==> config.mk <==
export PLATFORM = sky130hd
export DESIGN_NAME = imem_loader
export DESIGN_NICKNAME = d
export VERILOG_FILES = /design/src/rtl/imem_loader_pkg.sv /design/src/rtl/imem_loader.sv
export SDC_FILE = /design/constraint.sdc
export NUM_CORES = 1
export LEC_CHECK = 0
export ABC_AREA = 1
export BUFFER_PORTS_ARGS = -buffer_cell sky130_fd_sc_hd__buf_2
export CAP_MARGIN = 20
export CORE_MARGIN = 4
export CORE_UTILIZATION = 54
export CTS_CLUSTER_DIAMETER = 120
export DETAILED_ROUTE_END_ITERATION = 7
export PLACE_DENSITY = 0.76
export RECOVER_POWER = 25
export SLEW_MARGIN = 10
export SYNTH_ARGS = -nofsm -noshare
export SYNTH_HDL_FRONTEND = slang
export SYNTH_SLANG_ARGS = --single-unit
==> constraint.sdc <==
create_clock -name clk -period 2.41 [get_ports clk]
set_input_delay 0.241 -clock clk [delete_from_list [all_inputs] [get_ports clk]]
set_output_delay 0.241 -clock clk [all_outputs]
set_load 0.01 [all_outputs]
==> src/rtl/imem_loader_pkg.sv <==
// Shared definitions for the instruction-memory program loader:
// FSM states, error codes, size defaults and the frame range check.
package imem_loader_pkg;

  localparam int unsigned MEM_DEPTH_DEF  = 1024;
  localparam int unsigned WORD_WIDTH_DEF = 32;

  typedef enum logic [2:0] {
    ST_IDLE,
    ST_ADDR,
    ST_LEN,
    ST_DATA,
    ST_CSUM,
    ST_DONE,
    ST_ERR
  } state_e;

  typedef enum logic [1:0] {
    ERR_NONE  = 2'b00,
    ERR_ALIGN = 2'b01,
    ERR_RANGE = 2'b10,
    ERR_CSUM  = 2'b11
  } err_code_e;

  // base + 4*n evaluated 34 bits wide so a huge base cannot wrap into range
  function automatic logic frame_in_range(input logic [31:0]   base,
                                          input logic [15:0]   n,
                                          input int unsigned   depth);
    logic [33:0] frame_end;
    frame_end = {2'b00, base} + {16'b0, n, 2'b00};
    return frame_end <= 34'(depth);
  endfunction

endpackage

==> src/rtl/imem_loader.sv <==
// Framed byte-stream loader: parses ADDR/LEN/DATA/CSUM and issues
// big-endian 32-bit word writes to the instruction memory.
import imem_loader_pkg::*;

module imem_loader #(
  parameter int unsigned MEM_DEPTH  = MEM_DEPTH_DEF,
  parameter int unsigned WORD_WIDTH = WORD_WIDTH_DEF
) (
  input  logic                  clk,
  input  logic                  nrst,
  input  logic                  start,
  input  logic [7:0]            rx_data,
  input  logic                  rx_valid,
  output logic                  rx_ready,
  output logic                  wr_en,
  output logic [WORD_WIDTH-1:0] wr_addr,
  output logic [WORD_WIDTH-1:0] wr_data,
  output logic                  busy,
  output logic                  done,
  output logic                  err,
  output logic [1:0]            err_code
);

  state_e                  state_q, state_d;
  err_code_e               err_code_q, err_code_d;
  logic [1:0]              lane_q, lane_d;
  logic [WORD_WIDTH-1:0]   addr_q, addr_d;
  logic [7:0]              len_hi_q, len_hi_d;
  logic [15:0]             words_left_q, words_left_d;
  logic [WORD_WIDTH-9:0]   word_q, word_d;
  logic [7:0]              csum_q, csum_d;
  logic                    wr_en_q, wr_en_d;
  logic [WORD_WIDTH-1:0]   wr_addr_q, wr_addr_d;
  logic [WORD_WIDTH-1:0]   wr_data_q, wr_data_d;

  logic        accept;
  logic [15:0] len_word;

  assign accept   = rx_valid && rx_ready;
  assign len_word = {len_hi_q, rx_data};

  always_comb begin
    state_d      = state_q;
    err_code_d   = err_code_q;
    lane_d       = lane_q;
    addr_d       = addr_q;
    len_hi_d     = len_hi_q;
    words_left_d = words_left_q;
    word_d       = word_q;
    csum_d       = csum_q;
    wr_en_d      = 1'b0;
    wr_addr_d    = wr_addr_q;
    wr_data_d    = wr_data_q;

    unique case (state_q)
      ST_IDLE, ST_DONE, ST_ERR: begin
        if (start) begin
          state_d    = ST_ADDR;
          err_code_d = ERR_NONE;
          lane_d     = '0;
          csum_d     = '0;
        end
      end
      ST_ADDR: begin
        if (accept) begin
          addr_d = {addr_q[WORD_WIDTH-9:0], rx_data};
          lane_d = lane_q + 2'd1;
          if (lane_q == 2'd3) begin
            if (rx_data[1:0] != 2'b00) begin
              state_d    = ST_ERR;
              err_code_d = ERR_ALIGN;
            end else begin
              state_d = ST_LEN;
            end
          end
        end
      end
      ST_LEN: begin
        if (accept) begin
          len_hi_d = rx_data;
          lane_d   = lane_q + 2'd1;
          if (lane_q == 2'd1) begin
            lane_d       = '0;
            words_left_d = len_word;
            if (!frame_in_range(addr_q, len_word, MEM_DEPTH)) begin
              state_d    = ST_ERR;
              err_code_d = ERR_RANGE;
            end else if (len_word == 16'd0) begin
              state_d = ST_CSUM;
            end else begin
              state_d = ST_DATA;
            end
          end
        end
      end
      ST_DATA: begin
        if (accept) begin
          word_d = {word_q[WORD_WIDTH-17:0], rx_data};
          csum_d = csum_q + rx_data;
          lane_d = lane_q + 2'd1;
          // Word is emitted from registers so the next byte can be taken
          // in the same cycle the write is presented.
          if (lane_q == 2'd3) begin
            wr_en_d      = 1'b1;
            wr_addr_d    = addr_q;
            wr_data_d    = {word_q, rx_data};
            addr_d       = addr_q + WORD_WIDTH'(4);
            words_left_d = words_left_q - 16'd1;
            if (words_left_q == 16'd1) state_d = ST_CSUM;
          end
        end
      end
      ST_CSUM: begin
        if (accept) begin
          if (rx_data == csum_q) begin
            state_d = ST_DONE;
          end else begin
            state_d    = ST_ERR;
            err_code_d = ERR_CSUM;
          end
        end
      end
      default: state_d = ST_IDLE;
    endcase
  end

  always_ff @(posedge clk) begin
    if (!nrst) begin
      state_q      <= ST_IDLE;
      err_code_q   <= ERR_NONE;
      lane_q       <= '0;
      addr_q       <= '0;
      len_hi_q     <= '0;
      words_left_q <= '0;
      word_q       <= '0;
      csum_q       <= '0;
      wr_en_q      <= 1'b0;
      wr_addr_q    <= '0;
      wr_data_q    <= '0;
    end else begin
      state_q      <= state_d;
      err_code_q   <= err_code_d;
      lane_q       <= lane_d;
      addr_q       <= addr_d;
      len_hi_q     <= len_hi_d;
      words_left_q <= words_left_d;
      word_q       <= word_d;
      csum_q       <= csum_d;
      wr_en_q      <= wr_en_d;
      wr_addr_q    <= wr_addr_d;
      wr_data_q    <= wr_data_d;
    end
  end

  assign busy     = (state_q == ST_ADDR) || (state_q == ST_LEN) ||
                    (state_q == ST_DATA) || (state_q == ST_CSUM);
  assign rx_ready = busy;
  assign done     = (state_q == ST_DONE);
  assign err      = (state_q == ST_ERR);
  assign err_code = err_code_q;
  assign wr_en    = wr_en_q;
  assign wr_addr  = wr_addr_q;
  assign wr_data  = wr_data_q;

endmodule

# == Word level (Yosys, flattened, before mapping) ==
# Cells that the tools add are included.
# classes
n_eq_ne,23
n_mux,41
n_reduce_logical,24
addsub,5
order_cmp,1
# op_table
operator,n
two-way mux 32 bit,3
two-way mux 16 bit,4
one-hot mux 32 bit (2 select lines),1
two-way mux 3 bit,12
adder 32 x 18 -> 33 bit,1
"<= comparator 33 x 11 -> 1 bit, second input constant",1
"adder 32 x 3 -> 32 bit, second input constant",1
one-hot mux 16 bit (2 select lines),1
two-way mux 2 bit,13
"!= test 2 bit, second input constant",12
"equality test 16 x 1 -> 1 bit, second input constant",1
zero test 16 bit,1
two-way mux 8 bit,2
one-hot mux 8 bit (2 select lines),1
"subtractor 16 x 1 -> 16 bit, second input constant",1
one-hot mux 3 bit (5 select lines),1
AND reduction 10 bit,1
"equality test 3 bit, second input constant",3
AND reduction 3 bit,3
AND reduction 9 bit,1
adder 8 bit,1
equality test 8 bit,1
one-hot mux 2 bit (4 select lines),1
AND reduction 4 bit,2
18 further kinds,25
# word_totals
reg_bits,160
output_inout_bits,71
in_bits,12
word_cells,105

# == Longest topological paths before layout ==
# logic_depth
word_depth,7
mapped_depth,21
depth_no_buf,21

# == Worst setup path after synthesis ==
# No wires, ideal clock.
# synth_timing
path_type,reg2reg
from,reg addr_q[2]
to,reg state_q[2]
setup_time_ps,132
t_arrival_ps,2167
synth_period_minus_slack_ps,2299
path_stages_with_launch,21
t_required_ps,2278
setup_slack_ps,111
path_buffers,0
path_cell_list,dfxtp_1 -> ha_1 -> fa_1 -> nor2_1 -> nand2_1 -> nor2_1 -> nand2_1 -> inv_1 -> nand3_1 -> nor2_1 -> nand2_1 -> nand2_1 -> nand2_1 -> nor2_1 -> nand3_1 -> nor2_2 -> nand3_1 -> nand2_1 -> nand2_1 -> nand2_1 -> a21oi_1
# synth_via
elab_chain_len,6
# synth_lines
element,line_no,rtl
"start, declared",imem_loader.sv:27,"logic [WORD_WIDTH-1:0] addr_q, addr_d;"
"start signal, assigned",imem_loader.sv:144,addr_q <= addr_d;
adder 32 x 18 -> 33 bit,imem_loader_pkg.sv:30,"frame_end = {2'b00, base} + {16'b0, n, 2'b00};"
<= comparator 33 x 11 -> 1 bit,imem_loader_pkg.sv:31,return frame_end <= 34'(depth);
two-way mux 3 bit,imem_loader.sv:85,"if (!frame_in_range(addr_q, len_word, MEM_DEPTH)) begin"
two-way mux 3 bit,imem_loader.sv:82,if (lane_q == 2'd1) begin
two-way mux 3 bit,imem_loader.sv:79,if (accept) begin
one-hot mux 3 bit (5 select lines),imem_loader.sv:55,unique case (state_q)
"end signal, assigned",imem_loader.sv:141,state_q <= state_d;
"end, declared",imem_loader.sv:24,"state_e state_q, state_d;"
# No other way between the ends. The select of a mux whose other input is x is not followed.
# A chain may end at the register's enable or synchronous reset.

# == Worst setup path in the final report ==
# layout_timing
from,reg addr_q[8]
to,"reg err_code_q[1], in the netlist err_code[1]"
# layout_via
elab_chain_len,4
# layout_lines
element,line_no,rtl
adder 32 x 18 -> 33 bit,imem_loader_pkg.sv:30,
<= comparator 33 x 11 -> 1 bit,imem_loader_pkg.sv:31,
!= test 2 bit (no source line),--,
AND reduction 10 bit (no source line),--,
"end signal, assigned",imem_loader.sv:142,err_code_q <= err_code_d;
"end, declared",imem_loader.sv:25,"err_code_e err_code_q, err_code_d;"
# No other way between the ends.

==> impl_metrics.env <==
export IMPL_dieArea_um2=19020
export IMPL_fp_dieH_um=137.9
export IMPL_grt_setup_unrepaired="true"
export IMPL_p_switching_w=0.003767
export IMPL_cts_hold_fix_buffers=0
export IMPL_cp_max_fo=4
export IMPL_min_period_over_period=1.038
export IMPL_pwr_share_comb=0.386
export IMPL_avgViaCountPerCell=5.544
export IMPL_synth_cell_types=44
export IMPL_crit_type="reg -> reg"
export IMPL_synth_top_area_share=0.3515
export IMPL_cts_tree="yes"
export IMPL_reg2reg_depth=18
export IMPL_drtIter0Drc=955
export IMPL_hold_depth=4
export IMPL_rrSetupSlack_ns=-0.09
export IMPL_vias=9646
export IMPL_max_vdd_ir_drop_mv=0.9175
export IMPL_clkTransAtPathRegs_ns=0.07
export IMPL_diodes=0
export IMPL_area_delta_synth_final_pct=23.74
export IMPL_p_int_w=0.005839
export IMPL_cts_root_buffer="clkbuf_16"
export IMPL_initial_core_util=0.5495
export IMPL_cts_buffers=17
export IMPL_synthAdderAreaFrac=0.04421
export IMPL_min_from="rx_data[0]"
export IMPL_io_pins=83
export IMPL_final_cell_area_um2=11280
export IMPL_final_net_count=1550
export IMPL_antenna_found_initial=0
export IMPL_place_area_um2=10430
export IMPL_drc=0
export IMPL_synth_compound_area_share=0.2049
export IMPL_status="finished with violations"
export IMPL_worstMarginPinSlew_ns=0.7237
export IMPL_start_kind="register"
export IMPL_grt_ovfl_total=0
export IMPL_fp_row_count=47
export IMPL_dpl_hpwl_um=20110
export IMPL_worstHoldPathType="in -> reg"
export IMPL_arrival_ns=2.79
export IMPL_synthTopCellsByArea="dfxtp_1 (35%), nand2_1 (11%), a21oi_1 (8.7%)"
export IMPL_power_density_nw_per_um2=851.8
export IMPL_hold_viol=0
export IMPL_setup_viol=5
export IMPL_drive_above_1_share=0.1947
export IMPL_grt_pass1_wl_um=44410
export IMPL_switching_share=0.3921
export IMPL_wl_per_cell_um=16.04
export IMPL_fin_skew_ns=0.008405
export IMPL_violations="negative setup slack"
export IMPL_synth_common_cells="nand2_1 (256), dfxtp_1 (160), a21oi_1 (158)"
export IMPL_grtUsageTotal=0.2962
export IMPL_finalMaxSlewViolations=0
export IMPL_instances_no_fill=1740
export IMPL_clockPowerShare=0.289
export IMPL_first_pass_iters=8
export IMPL_dieWidth_um=137.9
export IMPL_synth_edf_count=0
export IMPL_clk_path_buf_depth=2
export IMPL_path_cells="ha_4 > nand2_1 > nand2_1 > buf_4 > a21oi_1 > nand2_1 > nand2_1 > nand2_1 > nand2_1 > nand2_1 > nor2_1 > nand2_1 > nor2_1 > nand2_1 > nor2_4 > nand3_2 > a21oi_2 > nor3_1"
export IMPL_core_area_um2=16580
export IMPL_clkSinkCount=160
export IMPL_worst_hold_path_endpoint="words_left_q[0]$_SDFFE_PN0P_"
export IMPL_cp_common_cell="nand2_1"
export IMPL_ys_ff_latch=160
export IMPL_synthMuxAreaShare=0
export IMPL_yosys_area_share_simple=0.2734
export IMPL_yosys_area_top_type="dfxtp_1"
export IMPL_worst_ep_required_time_ns=2.70
export IMPL_fin_ws_ns=-0.09133
export IMPL_max_slew_margin=0.5170
export IMPL_layout_min_cycle_time_ns=2.501
export IMPL_wirelength_um=27920
export IMPL_synth_most_common_cell="nand2_1"
export IMPL_ys_seq_area_frac=0.3515
export IMPL_place_gp_congestion=0.9393
export IMPL_postSynthAreaPerCell_um2=6.750
export IMPL_htree_levels=4
export IMPL_clock_latency_ns=0.43
export IMPL_fmax_mhz=399.8
export IMPL_synth_nets=1393
export IMPL_grt_pass1_vias=8875
export IMPL_final_antenna_net_count=0
export IMPL_synth_top_family_by_area="simple AND/OR/NAND/NOR gates"
export IMPL_cap_viol_max_count=0
export IMPL_synthArstFlopShare=0
export IMPL_io_buffers=82
export IMPL_cp_slowest_stage_delay_ns=0.38
export IMPL_cpMaxStageDelayCell="dfxtp_2"
export IMPL_rr_startpoint="addr_q[8]$_SDFFE_PN0P_"
export IMPL_synth_ff_type="dfxtp_1"
export IMPL_p_leak_nw=4.813
export IMPL_netlist_instances=1350
export IMPL_syn_area_um2=9112
export IMPL_synth_xor_area_share=0.02499
export IMPL_grt_max_degree=111
export IMPL_dp_cells=1706
export IMPL_setup_worst_path_end_class="register"
export IMPL_r2r_end="err_code[1]$_SDFFE_PN0P_"
export IMPL_yosysWarnings=0
export IMPL_p_seq_frac=0.326
==> per-layer routing <==
layer  vias up  track usage  wire (um)  part of all wire
met5         -            0          0                 0
met4         0       0.1526       1244             0.045
met3        83      0.05189       1837             0.066
met2       367       0.4810      13100              0.47
met1      4410       0.3778      11730              0.42
li1       4786            -          -                 -
==> worst max path at each step <==
stage | from | endpoint | slack (ns) | cells past startpoint
2_1_floorplan | addr_q[2]$_SDFFE_PN0P_ | state_q[2]$_SDFFE_PN0P_ | 0.11 | 20
4_1_cts | addr_q[2]$_SDFFE_PN0P_ | err_code[1]$_SDFFE_PN0P_ | -0.04 | 18
5_1_grt | addr_q[2]$_SDFFE_PN0P_ | err_code[1]$_SDFFE_PN0P_ | -0.25 | 18
3_5_place_dp | rx_data[0] | state_q[2]$_SDFFE_PN0P_ | -0.21 | 19
6_report | addr_q[8]$_SDFFE_PN0P_ | err_code[1]$_SDFFE_PN0P_ | -0.09 | 18
3_3_place_gp | addr_q[13]$_SDFFE_PN0P_ | state_q[1]$_SDFFE_PN0P_ | -0.19 | 19
==> cells by family after synthesis <==
kind of cell             Yosys count
AO/OA/AOI/OAI                    351
XOR/XNOR                          26
adder cells (fa/ha/maj)           31
buffers and inverters            236
flip-flops                       160
AND/OR/NAND/NOR                  546
==> final cells by class <==
class	count	area [um2]
Fill cell	1447	5308
Multi-Input combinational cell	954	5270
Sequential cell	160	3223
Timing Repair Buffer	199	1249
Inverter	175	659.4
Clock buffer	17	425.4
Tap cell	220	275.3
Clock inverter	15	173.9
==> power by group through the flow <==
stage / Combinational, W / Sequential, W / Clock, W
2_1_floorplan: 0.00242 / 0.00310 / 0
3_3_place_gp: 0.00342 / 0.00312 / 0
3_5_place_dp: 0.00346 / 0.00313 / 0
4_1_cts: 0.00362 / 0.00311 / 0.00279
5_1_grt: 0.00413 / 0.00315 / 0.00291
6_report: 0.00371 / 0.00313 / 0.00277
==> sequential cells by signal (all words and copies together), names as in the netlist <==
register and cells:
err_code 2, state_q 3, csum_q 8, addr_q 32
lane_q 2, word_q 24, wr_data 32, len_hi_q 8
wr_addr 32, words_left_q 16, wr_en 1
==> cells in the final DEF, fill, tap and decap left out, types with 3 or more instances in the layout <==
cell type   count
buf_4         115
nor4_1          7
o221ai_1        3
inv_1         157
clkbuf_16      17
nor2_2         15
nor3_1         20
a21oi_2         7
a211oi_1        7
nand2_1       254
a31oi_1         9
nor2_4         10
nor2_1        103
xnor2_1         3
buf_2          30
nand4_1        15
nand2_2        12
nand3_1        80
nand3_2        11
xor2_1         23
ha_4           15
nor3_4          3
o21ai_1        22
o21ai_0       131
o211ai_1        6
clkinvlp_4      3
dfxtp_2        10
inv_8           3
dfxtp_1       148
inv_2          17
inv_6           4
clkbuf_1       52
a21oi_1       155
nor3_2          7
ha_1           13
==> timing repair <==
action                                  in CTS  in global routing
setup buffers                                0                  2
pin swaps                                    4                  5
hold endpoints to repair                     0                  0
resized for setup                           36                 20
endpoints found under the setup margin       8                 30
==> critical path: cells and delay by family, from the launching register on <==
family / cells / cell delay, ns
flip-flops: 1 / 0.38
AO/OA/AOI/OAI: 2 / 0.30
AND/OR/NAND/NOR: 14 / 1.32
buffers and inverters: 1 / 0.15
adder cells (fa/ha/maj): 1 / 0.22
==> through the flow <==
step | utilization | hold slack [ns] | worst slack, ns | TNS [ns] | power (W)
2_1_floorplan | - | 0.3919 | 0.1107 | 0 | 0.005515
3_3_place_gp | 0.6288 | 0.4508 | -0.1892 | -0.8558 | 0.006540
3_5_place_dp | 0.6288 | 0.4482 | -0.2106 | -1.056 | 0.006590
6_report | 0.6799 | 0.2958 | -0.09133 | -0.2975 | 0.009605
5_1_grt | 0.6799 | 0.3209 | -0.2517 | -1.800 | 0.01019
4_1_cts | 0.6790 | 0.2816 | -0.03641 | -0.1175 | 0.009525
No activity file was read; power rests on OpenSTA's default activity.
